File: config.mk
export PLATFORM = sky130hd
export DESIGN_NAME = fetch_queue_multi
export DESIGN_NICKNAME = d
export VERILOG_FILES = /design/src/rtl/types.sv /design/src/rtl/fq_enq_compact.sv /design/src/rtl/fetch_queue_multi.sv
export SDC_FILE = /design/constraint.sdc
export NUM_CORES = 1
export LEC_CHECK = 0
export CORE_MARGIN = 3
export CORE_UTILIZATION = 25
export CTS_CLUSTER_DIAMETER = 100
export DETAILED_ROUTE_END_ITERATION = 10
export PLACE_DENSITY = 0.46
export RECOVER_POWER = 50
export SYNTH_ARGS = -nofsm -noshare
export SYNTH_HDL_FRONTEND = slang
export SYNTH_SLANG_ARGS = --single-unit
File: constraint.sdc
create_clock -name clk -period 9.8 [get_ports clk]
set_clock_uncertainty 0.05 [all_clocks]
set_input_delay 1.96 -clock clk [delete_from_list [all_inputs] [get_ports clk]]
set_output_delay 1.96 -clock clk [all_outputs]
set_load 0.02 [all_outputs]
File: src/rtl/types.sv
// Shared front-end types: the imem response packet and fetch-queue instantiation defaults.
package types;

  typedef struct packed {
    logic [31:0] pc;
    logic [31:0] insn;
  } imem_pkt_t;

  localparam int FQ_DEPTH_LOG2 = 3;
  localparam int FQ_ENQ_W      = 2;
  localparam int FQ_DEQ_W      = 2;

endpackage

File: src/rtl/fq_enq_compact.sv
// Prefix-sum compaction of the enqueue lane mask: each valid lane gets the slot offset
// equal to the number of valid lanes below it, so only valid packets consume slots.
module fq_enq_compact #(
  parameter int ENQ_W = 2,
  parameter int OW    = $clog2(ENQ_W + 1)
) (
  input  logic [ENQ_W-1:0]         enq_valid,
  output logic [ENQ_W-1:0][OW-1:0] wr_off,
  output logic [ENQ_W-1:0]         wr_en,
  output logic [OW-1:0]            pop
);

  logic [OW-1:0] acc;

  always_comb begin
    acc    = '0;
    wr_off = '0;
    wr_en  = '0;
    for (int i = 0; i < ENQ_W; i++) begin
      wr_off[i] = acc;
      wr_en[i]  = enq_valid[i];
      acc       = acc + OW'(enq_valid[i]);
    end
    pop = acc;
  end

endmodule

File: src/rtl/fetch_queue_multi.sv
// Multi-lane instruction fetch queue: up to ENQ_W packets in, up to DEQ_W oldest packets
// presented in program order, with clamped partial dequeue and single-cycle flush.
module fetch_queue_multi
  import types::*;
#(
  parameter int DEPTH_LOG2   = FQ_DEPTH_LOG2,
  parameter int ENQ_W        = FQ_ENQ_W,
  parameter int DEQ_W        = FQ_DEQ_W,
  parameter int AFULL_THRESH = (2 ** DEPTH_LOG2) - ENQ_W,
  localparam int DEPTH       = 2 ** DEPTH_LOG2,
  localparam int PW          = DEPTH_LOG2 + 1,
  localparam int DW          = $clog2(DEQ_W + 1)
) (
  input  logic                        clk,
  input  logic                        rst,
  input  logic                        flush,
  input  logic [ENQ_W-1:0]            enq_valid,
  input  imem_pkt_t [ENQ_W-1:0]       din,
  output logic                        enq_rdy,
  input  logic [DW-1:0]               deq_cnt,
  output imem_pkt_t [DEQ_W-1:0]       dout,
  output logic [DEQ_W-1:0]            dout_valid,
  output logic [PW-1:0]               q_count,
  output logic                        q_empty,
  output logic                        q_almost_full
);

  // Handshake: enqueue is all-or-nothing -- on an edge with enq_rdy high, every set
  // enq_valid lane is written; with enq_rdy low the whole group is dropped and upstream
  // must hold it. Dequeue has no ready: deq_cnt heads are consumed, clamped to q_count.

  localparam int OW = $clog2(ENQ_W + 1);
  localparam logic [PW-1:0] RDY_MAX   = PW'(DEPTH - ENQ_W);
  localparam logic [PW-1:0] AFULL_LIM = PW'(AFULL_THRESH);

  if (DEPTH_LOG2 < 1 || DEPTH_LOG2 > 6) begin : g_bad_depth
    $error("fetch_queue_multi: DEPTH_LOG2 out of range 1..6");
  end
  if (ENQ_W < 1 || ENQ_W > DEPTH || DEQ_W < 1 || DEQ_W > DEPTH) begin : g_bad_lanes
    $error("fetch_queue_multi: ENQ_W and DEQ_W must lie in 1..DEPTH");
  end
  if (AFULL_THRESH < 0 || AFULL_THRESH > DEPTH) begin : g_bad_afull
    $error("fetch_queue_multi: AFULL_THRESH must lie in 0..DEPTH");
  end

  imem_pkt_t       mem [DEPTH];
  logic [PW-1:0]   head;
  logic [PW-1:0]   tail;

  logic [ENQ_W-1:0][OW-1:0]         wr_off;
  logic [ENQ_W-1:0]                 wr_en;
  logic [OW-1:0]                    pop;
  logic [ENQ_W-1:0][DEPTH_LOG2-1:0] widx;
  logic                             enq_fire;
  logic [PW-1:0]                    deq_req;
  logic [PW-1:0]                    deq_eff;

  fq_enq_compact #(.ENQ_W(ENQ_W), .OW(OW)) u_compact (
    .enq_valid (enq_valid),
    .wr_off    (wr_off),
    .wr_en     (wr_en),
    .pop       (pop)
  );

  // The wrap bit makes tail - head exact across DEPTH, so full and empty differ.
  assign q_count       = tail - head;
  assign q_empty       = (q_count == '0);
  assign enq_rdy       = (q_count <= RDY_MAX);
  assign q_almost_full = (q_count >= AFULL_LIM);
  assign enq_fire      = enq_rdy & (|enq_valid) & ~flush;
  assign deq_req       = PW'(deq_cnt);
  assign deq_eff       = (deq_req > q_count) ? q_count : deq_req;

  always_comb begin
    widx = '0;
    for (int i = 0; i < ENQ_W; i++) begin
      widx[i] = tail[DEPTH_LOG2-1:0] + DEPTH_LOG2'(wr_off[i]);
    end
  end

  always_comb begin
    dout       = '0;
    dout_valid = '0;
    for (int j = 0; j < DEQ_W; j++) begin
      dout[j]       = mem[head[DEPTH_LOG2-1:0] + DEPTH_LOG2'(j)];
      dout_valid[j] = (q_count > PW'(j));
    end
  end

  always_ff @(posedge clk) begin
    if (rst) begin
      head <= '0;
      tail <= '0;
      for (int i = 0; i < DEPTH; i++) begin
        mem[i] <= '0;
      end
    end else if (flush) begin
      head <= tail;
    end else begin
      if (enq_fire) begin
        for (int i = 0; i < ENQ_W; i++) begin
          if (wr_en[i]) begin
            mem[widx[i]] <= din[i];
          end
        end
        tail <= tail + PW'(pop);
      end
      head <= head + deq_eff;
    end
  end

endmodule

==> results of run 1 <==
==> path summary, 6_finish.rpt <==
| check | start | end | depth (start not counted) | slack (ns) |
|---|---|---|---|---|
| max | head[2] | q_count[3] | 7 | 1.93 |
| min | tail[3] | head[3] | 2 | 0.45 |
| max reg2reg | head[2] | mem[3][29] | 9 | 1.99 |
| min reg2reg | tail[3] | head[3] | 2 | 0.45 |
==> power groups by stage <==
| stage | Combinational (mW) | Sequential [mW] | Clock (mW) |
|---|---|---|---|
| floorplan | 3.07 | 2.74 | 0 |
| global placement | 5.01 | 2.81 | 0 |
| detailed placement | 5.00 | 2.82 | 0 |
| CTS | 5.03 | 2.77 | 2.22 |
| global route | 5.25 | 2.80 | 2.30 |
| finish | 4.92 | 2.77 | 2.18 |
==> cell families after synthesis <==
family / count (synthesis) / synth area share
other: 1 / 0.000116
XOR/XNOR: 6 / 0.00186
multiplexers: 326 / 0.203
adder cells (fa/ha/maj): 15 / 0.00651
flip-flops: 520 / 0.481
AND/OR/NAND/NOR: 1021 / 0.134
buffers and inverters: 372 / 0.0536
AO/OA/AOI/OAI: 544 / 0.121
==> layout make-up <==
class | instances | area, um2 | area share
Sequential cell | 520 | 15500 | 0.412
Clock inverter | 37 | 240 | 0.00637
Clock buffer | 78 | 1590 | 0.0422
Antenna cell | 4 | 10.0 | 0.000265
Tap cell | 1662 | 2080 | 0.0551
Inverter | 14 | 53.8 | 0.00143
Timing Repair Buffer | 320 | 3080 | 0.0816
Multi-Input combinational cell | 1913 | 15100 | 0.401
==> routing by layer <==
| metal | track usage | wire (um) |
|---|---|---|
| met5 | 0 | 63 |
| met4 | 0.0497 | 3080 |
| met3 | 0.0386 | 10400 |
| met2 | 0.304 | 60700 |
| met1 | 0.257 | 54000 |
==> through the flow <==
step / utilization / total power [mW] / hold WS (ns)
after floorplan: - / 5.81 / 0.422
after global placement: 0.282 / 7.82 / 0.445
after detailed placement: 0.282 / 7.82 / 0.453
after CTS: 0.296 / 10.0 / 0.456
after global routing: 0.295 / 10.3 / 0.484
final: 0.295 / 9.88 / 0.454
==> cells in the mapped netlist (all sizes together), types with 2 or more instances <==
| cell type | instances |
|---|---|
| nor3 | 8 |
| mux2i | 5 |
| a21oi | 9 |
| o31ai | 335 |
| o2111ai | 4 |
| nand2b | 4 |
| nor2b | 2 |
| clkbuf | 138 |
| o41ai | 52 |
| dfxtp | 8 |
| o211ai | 2 |
| nand4 | 2 |
| mux2 | 65 |
| edfxtp | 512 |
| ha | 12 |
| or2 | 3 |
| mux4 | 256 |
| nand2 | 705 |
| a211o | 6 |
| and3 | 4 |
| and2 | 5 |
| xnor2 | 4 |
| o21ai | 127 |
| a21o | 4 |
| nor4 | 3 |
| or3 | 3 |
| nor4bb | 2 |
| buf | 220 |
| nor2 | 12 |
| xor2 | 2 |
| nand3 | 264 |
| fa | 3 |
| inv | 14 |
==> tightest hold or removal path: stages (launching register included) <==
cell     delay (ns)
dfxtp_1        0.33
nand2_1        0.06
o22ai_1        0.06
==> placed cells by master, fill, tap and decap left out, types with 3 or more instances in the layout <==
master	n
nand2_1	705
edfxtp_1	512
o31ai_1	334
clkdlybuf4s50_1	269
nand3_1	262
mux4_2	256
o21ai_0	126
mux2_2	64
clkbuf_16	61
o41ai_1	49
buf_4	42
clkbuf_1	21
clkinv_1	20
inv_1	13
nor2_1	11
ha_1	11
clkinv_2	10
a21oi_1	7
dfxtp_1	6
mux2i_1	5
a211o_1	5
diode_2	4
a21o_1	4
o2111ai_1	4
inv_6	4
xnor2_1	3
nand2b_1	3
nor3_2	3
and2_4	3
nor3_1	3
o41ai_2	3
nor4_1	3
fa_1	3
==> state kept, by name, summed over array words and instances (netlist names) <==
signal,cells
tail,4
mem,512
head,4
==> summary.md, run 1 <==
| Metric | Value |
|---|---|
| Hold Crit Class | `reg -> reg` |
| DRC | `0` |
| Total GRT Usage | `0.188` |
| Peak VDD IR | `0.242 mV` |
| Detail-routed net length per standard cell | `28.2 um` |
| First DRT Iteration DRCs | `2542` |
| Setup TNS | `0 ns` |
| CP max-delay cell | `clkinvlp_2` |
| Vias per Instance | `5.52` |
| Synth Warn # | `0` |
| Most frequent CP cell | `a21oi_1` |
| Post-synth net total | `2955` |
| DP Area | `about 36000 um2` |
| Max Root-Sink Buffers | `3` |
| Die ar. | `around 130000 um2` |
| Syn-to-layout area delta | `16.7%` |
| Sequential power share | `0.281` |
| Post-CTS setup buffer count | `0` |
| Setup ws final | `1.93 ns` |
| Final hold viol count | `0` |
| Max cap viols | `13` |
| Final std cells w/o fill | `4548` |
| Setup violators final | `0` |
| Post-CTS Hold Buffers | `0` |
| Final Max Tran Viols | `559` |
| Detailed Route WL | `128000 um` |
| Cell accounting for the most synthesized area | `edfxtp_1` |
| Fmax | `0.127 GHz` |
| Clock Latency Late Sink | `around 0.65 ns` |
| Worst-path clk slew | `0.06 ns` |
| Area of the mapped netlist | `32300 um2` |
| Synth Area per Inst | `11.5 um2` |
| Sw frac | `0.393` |
| Async set or reset register ratio after synthesis | `0` |
| Crit-path max FO | `28` |
| Number of global-route vias before repair | `between 20000 and 25000` |
| Total gr overflow | `0` |
| #FFs+latches synth | `520` |
| Die Y | `around 370 um` |
| Clock Tree Root | `clkbuf_16` |
| Routed Antenna Nets | `0` |
| CP required | `roughly 7.8 ns` |
| Top Family by Delay on Critical Path | `buffers and inverters` |
| Startpoint types | `register` |
| First-pass GRT wire length | `between 150000 and 200000 um` |
| Worst Path Buf+Inv | `3` |
| Port bufs | `~270` |
| Boundary Pins | `roughly 270` |
| Via count | `25100` |
| Initial antenna violation count | `18` |
| Net load switching power | `just under 4 mW` |
| Unrepaired setup endpoints after global routing | `no` |
| Pre-CTS setup slack | `~2.7 ns` |
| Combinational Power Share | `0.499` |
| Initial Utilization | `0.253` |
| Pre-antenna DRT Iters | `6` |
| Area of the core | `128000 um2` |
| Power Density | `about 260 nW/um2` |
| Clock group share of total power | `0.221` |
| CP Cell Sequence | `clkinvlp_2 > ha_1 > a21oi_1 > a21oi_1 > nor2_8 > inv_1 > clkdlybuf4s50_1` |
| Layout net count | `approximately 3000` |
| Synth top area share | `0.476` |
| Routability cong. | `between 0.7 and 0.8` |
| Post-layout instance area | `about 38000 um2` |
| Worst slew pin tran | `a little under 3 ns` |
| Internal | `around 6.0 mW` |
| Final HPWL DP | `77300 um` |
| H-tree levels | `2` |
| Relative slew slack | `-0.960` |
| Top FF cell, synth | `edfxtp_1` |
| Fin crit period | `roughly 7.9 ns` |
| Synth unique cells | `56` |
| Failing checks | `max-capacitance violations, max-slew violations` |
| Die Wd | `between 300 and 400 um` |
| CTS sink cnt | `520` |
| Largest net degree at the start of global routing | `137` |
| Outcome | `finished, violations left` |
| Total CTS buffers | `61` |
| Layout cells sized above 1 | `0.165` |
| Cell count after synthesis | `2805` |
| Post-synth EDFFs | `512` |
| Worst setup EP type | `output port` |
| Leakage | `about 12 nW` |
| Worst Path Arrival | `5.86 ns` |
| Seq/Total Area, Yosys | `0.481` |
| Top post-synthesis cells by area | `edfxtp_1 48%, mux4_2 18%, nand2_1 8.2%` |
| Tcrit/Tclk final | `0.803` |
| Post-CTS resize count | `0` |
| Setup CP Type | `reg -> out` |
| Crit-path max cell delay | `1.51 ns` |
| Placed Cells | `about 4400` |
| CTS tree | `done` |
| Fillers | `13000` |
| Num rows | `131` |
Power figures use the tool's default switching activity.
==> run 2, diff against run 1 <==
Settings changed: PLACE_DENSITY 0.46 to 0.47.
Clock period 9.8 ns to 6.9 ns, I/O delays scaled along.
==> run 2 against run 1 <==
Against the previous run:
- the run still ends with max-capacitance violations, max-slew violations left
- setup slack worse by 1.3 ns
- routed wire length is 1.3% higher
- clock-buffer cell count is 8 lower
- hold slack better by 0.0088 ns
- clock power is 33% higher
- utilization hardly changed
- final area is 0.13% higher
- cell count is 0.31% lower
- register-to-register slack worse by 1.4 ns
- power is 40% higher
- global-route usage is 0.20 points higher
- largest power group unchanged
==> summary.md, run 2 (synthesized netlist as in run 1, its figures left out) <==
| Metric | Value |
|---|---|
| Leakage | `11.6 nW (-0.27%)` |
| Number of global-route vias before repair | `25000 (+0.37%)` |
| Final hold viol count | `0 (unchanged)` |
| Hold Path Depth | `2 (unchanged)` |
| Worst setup EP type | `register` |
| Post-CTS setup buffer count | `0 (unchanged)` |
| Tcrit/Tclk final | `0.908` |
| Net load switching power | `5.44 mW (+40%)` |
| Highest metal used | `met5` |
| Initial antenna violation count | `17 (-1)` |
| Most frequent cells in the layout | `705 x nand2_1, 512 x edfxtp_1, 334 x o31ai_1, 268 x clkdlybuf4s50_1, 261 x nand3_1` |
| Worst-path clk slew | `0.06 ns (about the same)` |
| Largest net degree at the start of global routing | `130 (-5.1%)` |
| Post-layout instance area | `37800 um2 (+0.13%)` |
| Internal | `8.41 mW (+40%)` |
| DP Area | `36300 um2 (+0.69%)` |
| Fillers | `13000 (+0.13%)` |
| Crit-path max cell delay | `2.28 ns (+0.77 ns)` |
| WL met1 | `55400 um (+2.7%)` |
| Crit-path max FO | `128 (+360%)` |
| Num rows | `131 (unchanged)` |
| R2R Setup Slk | `0.64 ns (-1.35 ns)` |
| First DRT Iteration DRCs | `2754 (+8.3%)` |
| Setup TNS | `0 ns (unchanged)` |
| Clock Latency Late Sink | `0.62 ns (-0.03 ns)` |
| CP required | `7.10 ns (-0.69 ns)` |
| Total CTS buffers | `56 (-8.2%)` |
| Peak VDD IR | `0.217 mV (-11%)` |
| Routability cong. | `0.747 (-1.9%)` |
| Total gr overflow | `0 (unchanged)` |
| Max Root-Sink Buffers | `3 (unchanged)` |
| Clock group share of total power | `0.210 (-0.011)` |
| Vias per Instance | `5.52 (about the same)` |
| Clock Tree Root | `clkbuf_16` |
| Die Wd | `365 um (unchanged)` |
| CP max-delay cell | `buf_2` |
| Boundary Pins | `272 (unchanged)` |
| Metal2 WL | `61300 um (+1.1%)` |
| Worst slew pin tran | `3.15 ns (+0.214 ns)` |
| Outcome | `finished, violations left` |
| Worst Path Arrival | `6.47 ns (+0.61 ns)` |
| Hold worst-path end | `head[3]` |
| DRC | `0 (unchanged)` |
| Setup CP Type | `reg -> reg` |
| CP Cell Sequence | `clkinv_2 > ha_1 > xnor2_1 > o2111ai_1 > nor3_2 > buf_2 > o31ai_1` |
| Commonest non-fill, non-tap cell in the layout | `nand2_1` |
| Sw frac | `0.393 (about the same)` |
| Startpoint types | `register` |
| Unrepaired setup endpoints after global routing | `no` |
| Fin crit period | `~6.3 ns` |
| Combinational Power Share | `0.502 (+0.003)` |
| Pre-antenna DRT Iters | `6 (unchanged)` |
| Die Y | `365 um (unchanged)` |
| Final Max Tran Viols | `697 (+25%)` |
| Power Density | `367 nW/um2 (+40%)` |
| Sequential power share | `0.288 (+0.007)` |
| Layout net count | `2975 (-0.17%)` |
| CTS sink cnt | `520 (unchanged)` |
| Total GRT Usage | `0.190 (+0.00204)` |
| Fmax | `0.160 GHz` |
| Routed Antenna Nets | `0 (unchanged)` |
| Via count | `25000 (-0.35%)` |
| Reg-to-Reg Start | `head[2]` |
| HP Start | `tail[3]` |
| Syn-to-layout area delta | `16.9%` |
| Max cap viols | `9 (-4)` |
| Final HPWL DP | `72400 um (-6.3%)` |
| Largest regs | `mem (512), head (4), tail (4)` |
| Detail-routed net length per standard cell | `28.6 um (+1.6%)` |
| Failing checks | `max-capacitance violations, max-slew violations` |
| Area of the core | `128000 um2 (unchanged)` |
| Final core utilization | `0.295 (+0.000392)` |
| Pre-CTS setup slack | `1.35 ns (-1.32 ns)` |
| Detailed Route WL | `130000 um (+1.3%)` |
| Critical R2R Capture | `mem[3][63]` |
| First-pass GRT wire length | `185000 um (+0.14%)` |
| Setup violators final | `0 (unchanged)` |
| Initial Utilization | `0.253 (unchanged)` |
| Largest register FFs | `512 (unchanged)` |
| Port bufs | `271 (unchanged)` |
| Hold Crit Class | `reg -> reg` |
| Setup ws final | `0.636 ns (-1.29 ns)` |
| R2R depth | `7 (-2)` |
| Post-CTS resize count | `0 (unchanged)` |
| CTS tree | `done` |
| Die ar. | `134000 um2 (unchanged)` |
| H-tree levels | `2 (unchanged)` |
| Reg with most FFs | `mem` |
| Relative slew slack | `-1.10 (-0.143)` |
| Layout cells sized above 1 | `0.163 (-0.00187)` |
| Post-CTS Hold Buffers | `0 (unchanged)` |
| Routed met3 length | `9500 um (-8.4%)` |
==> run 2: cell types whose count changed in the layout (fill, tap and decap cells not counted), sizes merged <==
cell	change
clkdlybuf4s50	-1
dlygate4sd3	+1
clkbuf	-9
inv	-4
diode	+2
clkinv	-4
buf	+1
==> run 2: through the flow <==
stage / cells / power, mW / hold slack, ns
5_1_grt: 4531 / 14.5 / 0.497
4_1_cts: 4528 / 14.1 / 0.465
2_1_floorplan: 2805 / 8.25 / 0.422
3_3_place_gp: 4429 / 11.2 / 0.443
3_5_place_dp: 4429 / 11.2 / 0.456
6_report: 4534 / 13.8 / 0.462
==> run 2: worst max-delay path by stage <==
stage,start,endpoint,slack [ns]
2_1_floorplan,head[1],mem[5][0],1.93
6_report,head[2],mem[3][63],0.64
5_1_grt,head[2],mem[3][59],0.43
3_5_place_dp,enq_valid[0],mem[5][60],1.35
4_1_cts,head[2],q_almost_full,1.0
3_3_place_gp,enq_valid[0],mem[5][51],1.40
==> run 2: worst max-delay path, delay by kind of cell (launching register included) <==
kind                       cells  cell delay [ns]
xor gates and xnor gates       1             0.73
and+or+nand+nor                1             0.21
DFF                            1             0.73
AOI/OAI and AO/OA              2             0.55
adders and majority gates      1             0.58
buffers and inverters          2             2.97
==> run 2: area by class of cell <==
class,count,area (um2),share of cell area
inverter,14,53.8,0.00142
clock inverter,29,189,0.00500
sequential,520,15500,0.412
tap,1662,2080,0.0551
antenna,6,15.0,0.000398
clock buffer,70,1480,0.0391
multi-input combinational,1913,15100,0.400
timing repair buffer,320,3300,0.0874
==> run 2: metal layers <==
layer | global-route usage | vias up
li1 | - | 10900
met1 | 0.259 | 12800
met2 | 0.311 | 1153
met3 | 0.0322 | 204
met4 | 0.0552 | 10
met5 | 0 | -
==> run 2: power by group through the flow <==
stage,sequential (mW),clock [mW],combinational [mW]
floorplan,3.89,0,4.36
global placement,4.05,0,7.12
detailed placement,4.05,0,7.12
CTS,3.99,2.95,7.14
global route,4.03,3.07,7.38
finish,3.99,2.90,6.96
